## config.mk

```make
export PLATFORM = sky130hd
export DESIGN_NAME = fp_mult_pipe_flat
export DESIGN_NICKNAME = d
export VERILOG_FILES = /design/src/rtl/fp_mult_pipe_if.sv /design/src/rtl/fp_mult_pipe.sv /design/src/flat_wrapper.sv
export SDC_FILE = /design/constraint.sdc
export NUM_CORES = 1
export LEC_CHECK = 0
export CAP_MARGIN = 10
export CORE_MARGIN = 4
export CORE_UTILIZATION = 30
export DETAILED_ROUTE_END_ITERATION = 10
export PLACE_DENSITY_LB_ADDON = 0.15
export SLEW_MARGIN = 0
export SYNTH_ARGS = -nofsm -noshare
export SYNTH_HDL_FRONTEND = slang
export SYNTH_SLANG_ARGS = --single-unit
```

## constraint.sdc

```tcl
create_clock -name clock -period 5.3 [get_ports clock]
set_input_delay 1.06 -clock clock [delete_from_list [all_inputs] [get_ports clock]]
set_output_delay 1.06 -clock clock [all_outputs]
set_load 0.01 [all_outputs]
```

## src/rtl/fp_mult_pipe_if.sv

```systemverilog
// fp_mult_pipe_if: operand/product stream bundle for fp_mult_pipe.
//   master side (producer/consumer) drives i_valid, i_flotante_1/2, i_ready;
//   slave side (multiplier) drives o_ready, o_flotante, o_valid, o_ovf, o_unf.
//   Word layout {sign, exponent[NB_EXP], mantissa[NB_MAN]}.
interface fp_mult_pipe_if #(
    parameter int NB_EXP = 4,
    parameter int NB_MAN = 8
);
    localparam int NB_W = 1 + NB_EXP + NB_MAN;
    logic            i_valid;
    logic            o_ready;
    logic [NB_W-1:0] i_flotante_1;
    logic [NB_W-1:0] i_flotante_2;
    logic [NB_W-1:0] o_flotante;
    logic            o_valid;
    logic            i_ready;
    logic            o_ovf;
    logic            o_unf;
    modport master (
        output i_valid, i_flotante_1, i_flotante_2, i_ready,
        input  o_ready, o_flotante, o_valid, o_ovf, o_unf
    );
    modport slave (
        input  i_valid, i_flotante_1, i_flotante_2, i_ready,
        output o_ready, o_flotante, o_valid, o_ovf, o_unf
    );
endinterface

```

## src/rtl/fp_mult_pipe.sv

```systemverilog
// fp_mult_pipe: 3-stage floating-point multiplier with valid/ready stall and ovf/unf flags.
//   clock    : rising-edge system clock
//   i_rst_n  : asynchronous active-low reset, empties the pipeline
//   bus      : fp_mult_pipe_if.slave (operands in, product + flags out, handshakes)
//   Optional FP_MULT_ROUND_EN: round-to-nearest-even; otherwise truncate toward zero.
module fp_mult_pipe #(
    parameter int NB_EXP = 4,
    parameter int NB_MAN = 8
) (
    input logic           clock,
    input logic           i_rst_n,
    fp_mult_pipe_if.slave bus
);
    localparam int NB_W = 1 + NB_EXP + NB_MAN;
    localparam int NB_P = 2 * NB_MAN + 2;
    localparam int NB_E = NB_EXP + 2;
    localparam logic [NB_E-1:0] BIAS = {3'b000, {(NB_EXP-1){1'b1}}};

    logic              en;
    logic              v1_q, v1_d, z1_q, z1_d;
    logic [NB_W-1:0]   a1_q, a1_d, b1_q, b1_d;
    logic              v2_q, v2_d, z2_q, z2_d, s2_q, s2_d;
    logic [NB_P-1:0]   p2_q, p2_d;
    logic [NB_E-1:0]   e2_q, e2_d;
    logic              v3_q, v3_d, ovf_q, ovf_d, unf_q, unf_d;
    logic [NB_W-1:0]   res_q, res_d;
    logic [NB_P-2:0]   pn;
    logic [NB_MAN-1:0] frac;
    logic              carry, ovf, unf;
    logic [NB_E-1:0]   e3;
`ifndef FP_MULT_ROUND_EN
    logic [NB_MAN:0]   tail_unused;
`endif

    // Whole pipeline freezes while the output word waits on the consumer.
    assign en = ~(v3_q & ~bus.i_ready);

    always_comb begin
        v1_d = bus.i_valid;
        a1_d = bus.i_flotante_1;
        b1_d = bus.i_flotante_2;
        z1_d = ~|bus.i_flotante_1[NB_MAN +: NB_EXP] | ~|bus.i_flotante_2[NB_MAN +: NB_EXP];
        v2_d = v1_q;
        z2_d = z1_q;
        s2_d = a1_q[NB_W-1] ^ b1_q[NB_W-1];
        p2_d = {{(NB_MAN+1){1'b0}}, 1'b1, a1_q[NB_MAN-1:0]} *
               {{(NB_MAN+1){1'b0}}, 1'b1, b1_q[NB_MAN-1:0]};
        // Modular arithmetic: the NB_E-bit result is the two's-complement exponent.
        e2_d = {2'b00, a1_q[NB_MAN +: NB_EXP]} + {2'b00, b1_q[NB_MAN +: NB_EXP]} - BIAS;
        // Product in [1,4): align so the leading one sits just above pn, dropping it.
        pn = p2_q[NB_P-1] ? p2_q[NB_P-2:0] : {p2_q[NB_P-3:0], 1'b0};
`ifdef FP_MULT_ROUND_EN
        // Guard = pn[NB_MAN]; round|sticky = OR of the rest; ties go to even lsb.
        {carry, frac} = {1'b0, pn[NB_P-2 -: NB_MAN]} +
                        {{NB_MAN{1'b0}}, pn[NB_MAN] & ((|pn[NB_MAN-1:0]) | pn[NB_MAN+1])};
`else
        {carry, frac} = {1'b0, pn[NB_P-2 -: NB_MAN]};
        tail_unused = pn[NB_MAN:0];
`endif
        // A rounding carry leaves frac all zeros, i.e. 10.0 renormalised to 1.0.
        e3 = e2_q + {{(NB_E-1){1'b0}}, p2_q[NB_P-1]} + {{(NB_E-1){1'b0}}, carry};
        ovf = ~e3[NB_E-1] & e3[NB_E-2];
        unf = e3[NB_E-1] | ~|e3;
        v3_d = v2_q;
        ovf_d = ~z2_q & ovf;
        unf_d = ~z2_q & unf;
        res_d = (z2_q | unf) ? '0 :
                ovf          ? {s2_q, {(NB_W-1){1'b1}}} :
                               {s2_q, e3[NB_EXP-1:0], frac};
    end

    always_ff @(posedge clock or negedge i_rst_n) begin
        if (!i_rst_n) begin
            v1_q  <= 1'b0;
            z1_q  <= 1'b0;
            a1_q  <= '0;
            b1_q  <= '0;
            v2_q  <= 1'b0;
            z2_q  <= 1'b0;
            s2_q  <= 1'b0;
            p2_q  <= '0;
            e2_q  <= '0;
            v3_q  <= 1'b0;
            ovf_q <= 1'b0;
            unf_q <= 1'b0;
            res_q <= '0;
        end else if (en) begin
            v1_q  <= v1_d;
            z1_q  <= z1_d;
            a1_q  <= a1_d;
            b1_q  <= b1_d;
            v2_q  <= v2_d;
            z2_q  <= z2_d;
            s2_q  <= s2_d;
            p2_q  <= p2_d;
            e2_q  <= e2_d;
            v3_q  <= v3_d;
            ovf_q <= ovf_d;
            unf_q <= unf_d;
            res_q <= res_d;
        end
    end

    assign bus.o_ready    = en;
    assign bus.o_valid    = v3_q;
    assign bus.o_flotante = res_q;
    assign bus.o_ovf      = ovf_q;
    assign bus.o_unf      = unf_q;
endmodule

```

## src/flat_wrapper.sv

```systemverilog
// flat-port wrapper written by rule: the top's interface ports become plain ports
module fp_mult_pipe_flat 
#(
    parameter int NB_EXP = 4,
    parameter int NB_MAN = 8
)
  (clock, i_rst_n, bus_i_valid, bus_i_flotante_1, bus_i_flotante_2, bus_i_ready, bus_o_ready, bus_o_flotante, bus_o_valid, bus_o_ovf, bus_o_unf);
  fp_mult_pipe_if #(.NB_EXP(NB_EXP), .NB_MAN(NB_MAN)) bus_i ();
  input logic clock;
  input logic i_rst_n;
  input wire logic [$bits(bus_i.i_valid)-1:0] bus_i_valid;
  input wire logic [$bits(bus_i.i_flotante_1)-1:0] bus_i_flotante_1;
  input wire logic [$bits(bus_i.i_flotante_2)-1:0] bus_i_flotante_2;
  input wire logic [$bits(bus_i.i_ready)-1:0] bus_i_ready;
  output wire logic [$bits(bus_i.o_ready)-1:0] bus_o_ready;
  output wire logic [$bits(bus_i.o_flotante)-1:0] bus_o_flotante;
  output wire logic [$bits(bus_i.o_valid)-1:0] bus_o_valid;
  output wire logic [$bits(bus_i.o_ovf)-1:0] bus_o_ovf;
  output wire logic [$bits(bus_i.o_unf)-1:0] bus_o_unf;
  assign bus_i.i_valid = bus_i_valid;
  assign bus_i.i_flotante_1 = bus_i_flotante_1;
  assign bus_i.i_flotante_2 = bus_i_flotante_2;
  assign bus_i.i_ready = bus_i_ready;
  assign bus_o_ready = bus_i.o_ready;
  assign bus_o_flotante = bus_i.o_flotante;
  assign bus_o_valid = bus_i.o_valid;
  assign bus_o_ovf = bus_i.o_ovf;
  assign bus_o_unf = bus_i.o_unf;
  fp_mult_pipe #(.NB_EXP(NB_EXP), .NB_MAN(NB_MAN)) u_core (.clock(clock), .i_rst_n(i_rst_n), .bus(bus_i));
endmodule
```

**Yosys cells after proc, flatten, opt, wreduce, memory -nomap -nowiden**

Cells that the tools add are included.

- Bits in registers: 71
- Input port bits: 30
- Word-level logic and storage cells: 38

- Add/subtract/negate cells: 3
- Multiply operators: 1
- Muxes and demuxes: 3
- Bitwise logic cells: 12
- Reductions and logical operators: 6

Operators with widths:

| cell | number |
|---|---|
| 9-bit by 9-bit multiplier with 18-bit output | 1 |
| 17-bit 2-to-1 mux | 1 |
| 13-bit 2-to-1 mux | 1 |
| 12-bit 2-to-1 mux | 1 |
| 4-bit OR reduction | 2 |
| 6-bit by 1-bit adder with 6-bit output | 1 |
| 6-bit OR reduction | 1 |
| 6-bit by 3-bit subtractor with 6-bit output (second input constant) | 1 |
| 4-bit by 4-bit adder with 5-bit output | 1 |
| 1-bit bitwise AND | 4 |
| 1-bit NOT | 4 |
| 1-bit zero test | 3 |
| 1-bit bitwise OR | 3 |
| 1-bit XOR | 1 |

**Longest topological paths before layout**

- Word-level depth: 6
- Mapped depth: 17
- Depth with buffers taken out: 16

**Worst setup path before layout**

Ideal clock, no wire load.

- Kind: register to register
- From: register u_core.b1_q[6]
- To: register u_core.p2_q[17]
- Library setup time: 128 ps
- Arrival: 4505 ps
- Required time: 5172 ps
- Path slack: 668 ps
- Stages on the path, launching flop included: 18
- Period minus slack after synthesis: 4632 ps
- Cells stage by stage: dfrtp_1 -> clkbuf_1 -> and2_1 -> fa_1 -> inv_1 -> fa_1 -> inv_1 -> fa_1 -> inv_1 -> fa_1 -> inv_1 -> ha_1 -> clkbuf_1 -> a21o_1 -> and2_1 -> or3_1 -> a31oi_1 -> mux2_1

- Cells in the longest elaborated chain, start to end: 1

RTL lines:

| what | line | text |
|---|---|---|
| start: declaration | fp_mult_pipe.sv:21 | `logic [NB_W-1:0] a1_q, a1_d, b1_q, b1_d;` |
| start signal: assignment | fp_mult_pipe.sv:77 | `b1_q <= '0;` |
| start signal: assignment | fp_mult_pipe.sv:91 | `b1_q <= b1_d;` |
| 9-bit by 9-bit multiplier with 18-bit output | fp_mult_pipe.sv:46 | `p2_d = {{(NB_MAN+1){1'b0}}, 1'b1, a1_q[NB_MAN-1:0]} *` |
| end signal: assignment | fp_mult_pipe.sv:95 | `p2_q <= p2_d;` |
| end: declaration | fp_mult_pipe.sv:23 | `logic [NB_P-1:0] p2_q, p2_d;` |

No other way between the ends.
A chain may end at the register's enable or synchronous reset.

**Worst setup path in the final report**

- From: register u_core.a1_q[1]
- To: register u_core.p2_q[17]

- Cells in the longest elaborated chain, start to end: 1

RTL lines:

| what | line | text |
|---|---|---|
| start: declaration | fp_mult_pipe.sv:21 |  |
| start signal: assignment | fp_mult_pipe.sv:76 | `a1_q <= '0;` |
| start signal: assignment | fp_mult_pipe.sv:90 | `a1_q <= a1_d;` |
| 9-bit by 9-bit multiplier with 18-bit output | fp_mult_pipe.sv:46 |  |

No other way between the ends.

==> impl_results.md <==
- Fill count: 1827
- Worst R2R Start: u_core.a1_q[1]
- DR WL met3: 342 um
- CP dominant cell by count: inv_1
- Final layout net count: 762
- Skew-Pair Late Insertion Delay: 0.33 ns
- Worst Path Max Fanout: 8
- Mapped cell area: 5390 um2
- Die width: 142 um
- Relative slew margins: 44.4%
- Share of the clock period used by the worst path: 89.4%
- Share of cells above drive strength 1: 3.86%
- Post-route ant nets: 0
- Final Max Tran Viols: 0
- Via count: 4098
- Slowest stage delay, CP: 0.53 ns
- First-pass DRT Iterations: 4
- Net count after synthesis: 731
- TritonCTS buffer count: 9
- Ys Warns: 0
- Diode count: 0
- Met2 WL post-DR: 5640 um
- Worst setup SP type: flip-flop
- FP Rows: 48
- DRC violations left: 0
- Core area: 17400 um2
- CP Cell Sequence: inv_1 > nor2_1 > fa_1 > inv_1 > fa_1 > inv_1 > fa_1 > inv_1 > fa_1 > inv_1 > ha_1 > a21o_1 > and2_1 > or3_1 > a31oi_1 > mux2_1
- Synth area leaders: dfrtp_1 (29%), fa_1 (19%), nand2_1 (9.8%)
- Required @ worst endpoint: 5.50 ns
- Critical path's slowest cell: fa_1
- Hold WC Path Type: flip-flop to flip-flop
- GRT Residual Overflow: 0
- Post-Route Skew: 0.00604 ns
- Wirelength, routed: 12500 um
- Mean number of vias per cell: 4.70
- Die area: 20200 um2
- Gr usage total: 13.2%
- Max cap viols: 0
- Vias in the first global route: 4264
- Ports: 47
- Unrepaired setup endpoints after global routing: no
- Post-CTS Hold Fix Bufs: 0
- Uppermost layer routed: met4
- Slew @ Worst Pin: 0.833 ns
- Final worst setup slack: 0.560 ns
- Area of the multi-input gates: 3380 um2
- DP Worst Slack: 0.577 ns
- Final setup violation count: 0
- Routed len/inst: 14.3 um
- Routed metal-1 wirelength: 6340 um
- Netlist cell types: 50
- Hold Startpoint: u_core.v2_q
- Critical path class: flip-flop to flip-flop
- Fin Setup TNS: 0 ns
- Crit. Startpoint: u_core.a1_q[1]
- Avg Synthesized Cell Area: 8.82 um2
- Cells after Synth: 611
- Outcome: complete, no violations
- Die H: 142 um
- Fmax: 211 MHz
- Starting density of the core: 30.9%
- I/O Buffers: 46
- Largest net degree at the start of global routing: 72
- FF+latch area: 1580 um2
- Clk sink count: 63
- WP data arrival: 4.94 ns
- Area growth syn-to-layout: 17.4%
- Seq/Total Area, Yosys: 29.3%
- Max clock buf depth: 2
- First-pass GRT wire length: 21600 um
- Antenna violations before repair: 0
- Post-CTS sizing: 0
- Area leader, netlist: dfrtp_1
- Final Hold Viols: 0
- Post-CTS setup buffer count: 0
- Post-synth EDFFs: 0
- Initial DRC count: 231
- Dpl hpwl: 9810 um
- Synth async-reset ratio: 100%
- H-tree Lvls: 3
- Yosys reg bits: 63
- GPL Wtd Cong: 0.843
- Tmin final: 4.74 ns
- Reg clk slew, reported paths: 0.05 ns
- CP Capture Type: flip-flop
- Post-synth top area share: 29.3%
- Most used DFF post-synth: dfrtp_1
- CTS tree: yes
- Root buffer cell: clkbuf_16
[cell families after synthesis]
group                    count (synthesis)  share of synthesized area (%)
AO/OA/AOI/OAI                           87                           11.0
XOR/XNOR                                14                           2.28
adder cells (fa/ha/maj)                 90                           27.9
buffers and inverters                  114                           8.13
flip-flops                              63                           29.3
multiplexers                            10                           1.88
AND/OR/NAND/NOR                        233                           19.6
[cell type report]
type | count | area share (%)
tap | 225 | 4.45
sequential | 63 | 24.9
inverter | 85 | 5.04
clock buffer | 12 | 3.90
timing repair buffer | 49 | 7.56
clock inverter | 4 | 0.712
multi-input combinational | 434 | 53.4
[registers in the layout, summed over array words and instances, names as in the netlist]
signal and count:
u_core.a1_q 13, u_core.b1_q 13, u_core.bus.o_flotante 13, u_core.bus.o_ovf 1, u_core.bus.o_unf 1, u_core.bus.o_valid 1
u_core.e2_q 6, u_core.p2_q 10, u_core.s2_q 1, u_core.v1_q 1, u_core.v2_q 1, u_core.z1_q 1
u_core.z2_q 1
[worst max-delay path: cells and delay by family, from the launching register on]
| kind | cells | cell delay (ns) |
|---|---|---|
| muxes | 1 | 0.33 |
| adders and majority gates | 5 | 2.46 |
| and+or+nand+nor | 3 | 0.59 |
| buffers and inverters | 5 | 0.35 |
| AOI/OAI and AO/OA | 2 | 0.41 |
| DFF | 1 | 0.45 |
[through the flow]
step	area [um2]	utilization, %	cells	hold slack [ns]
detailed placement	6030	34.6	856	0.449
global route	6330	36.3	872	0.482
global placement	6030	34.6	856	0.444
CTS	6330	36.3	872	0.462
finish	6330	36.3	872	0.453
floorplan	5390	-	611	0.430
[synth_stat cells (3+ instances only)]
cell type,count
nor2_1,24
nand2_1,140
a21o_1,5
ha_1,40
nor3_1,6
nor4_1,5
o21a_1,3
and2_1,23
nand4_1,5
nand3_1,7
and3_1,5
or3_1,4
buf_1,4
clkbuf_1,22
xor2_1,3
mux2i_1,9
a22o_1,14
o221ai_1,3
o21ai_0,21
a211oi_1,5
xnor2_1,11
fa_1,50
inv_1,84
nand2b_1,5
a21oi_1,20
dfrtp_1,63
[layer usage]
metal,up-vias,global-route usage [%]
met5,-,0
met1,1991,18.8
met2,57,20.8
li1,2038,-
met3,12,2.35
met4,0,3.48
[final timing paths]
path / to / slack [ns] / cells after the start
max: u_core.p2_q[17] / 0.56 / 16
min: u_core.v2_q / 0.45 / 2
max reg2reg: u_core.p2_q[17] / 0.56 / 16
min reg2reg: u_core.v2_q / 0.45 / 2
max in group asynchronous: u_core.p2_q[10] / 3.83 / 2
min in group asynchronous: u_core.v1_q / 0.91 / 2
[placed cells by master (no fill, tap or decap), types with 4 or more instances in the layout]
cell	count
a211oi_1	5
a21o_1	5
a21oi_1	20
a22o_1	14
and2_1	23
and3_1	5
clkbuf_16	9
clkdlybuf4s50_1	45
dfrtp_1	63
fa_1	50
ha_1	40
inv_1	84
mux2i_1	9
nand2_1	140
nand2b_1	5
nand3_1	7
nand4_1	5
nor2_1	24
nor3_1	6
nor4_1	5
o21ai_0	21
or3_1	4
xnor2_1	11
Power is not shown: default switching activity piles up to over one toggle a cycle in this logic, so the estimate is an artifact.
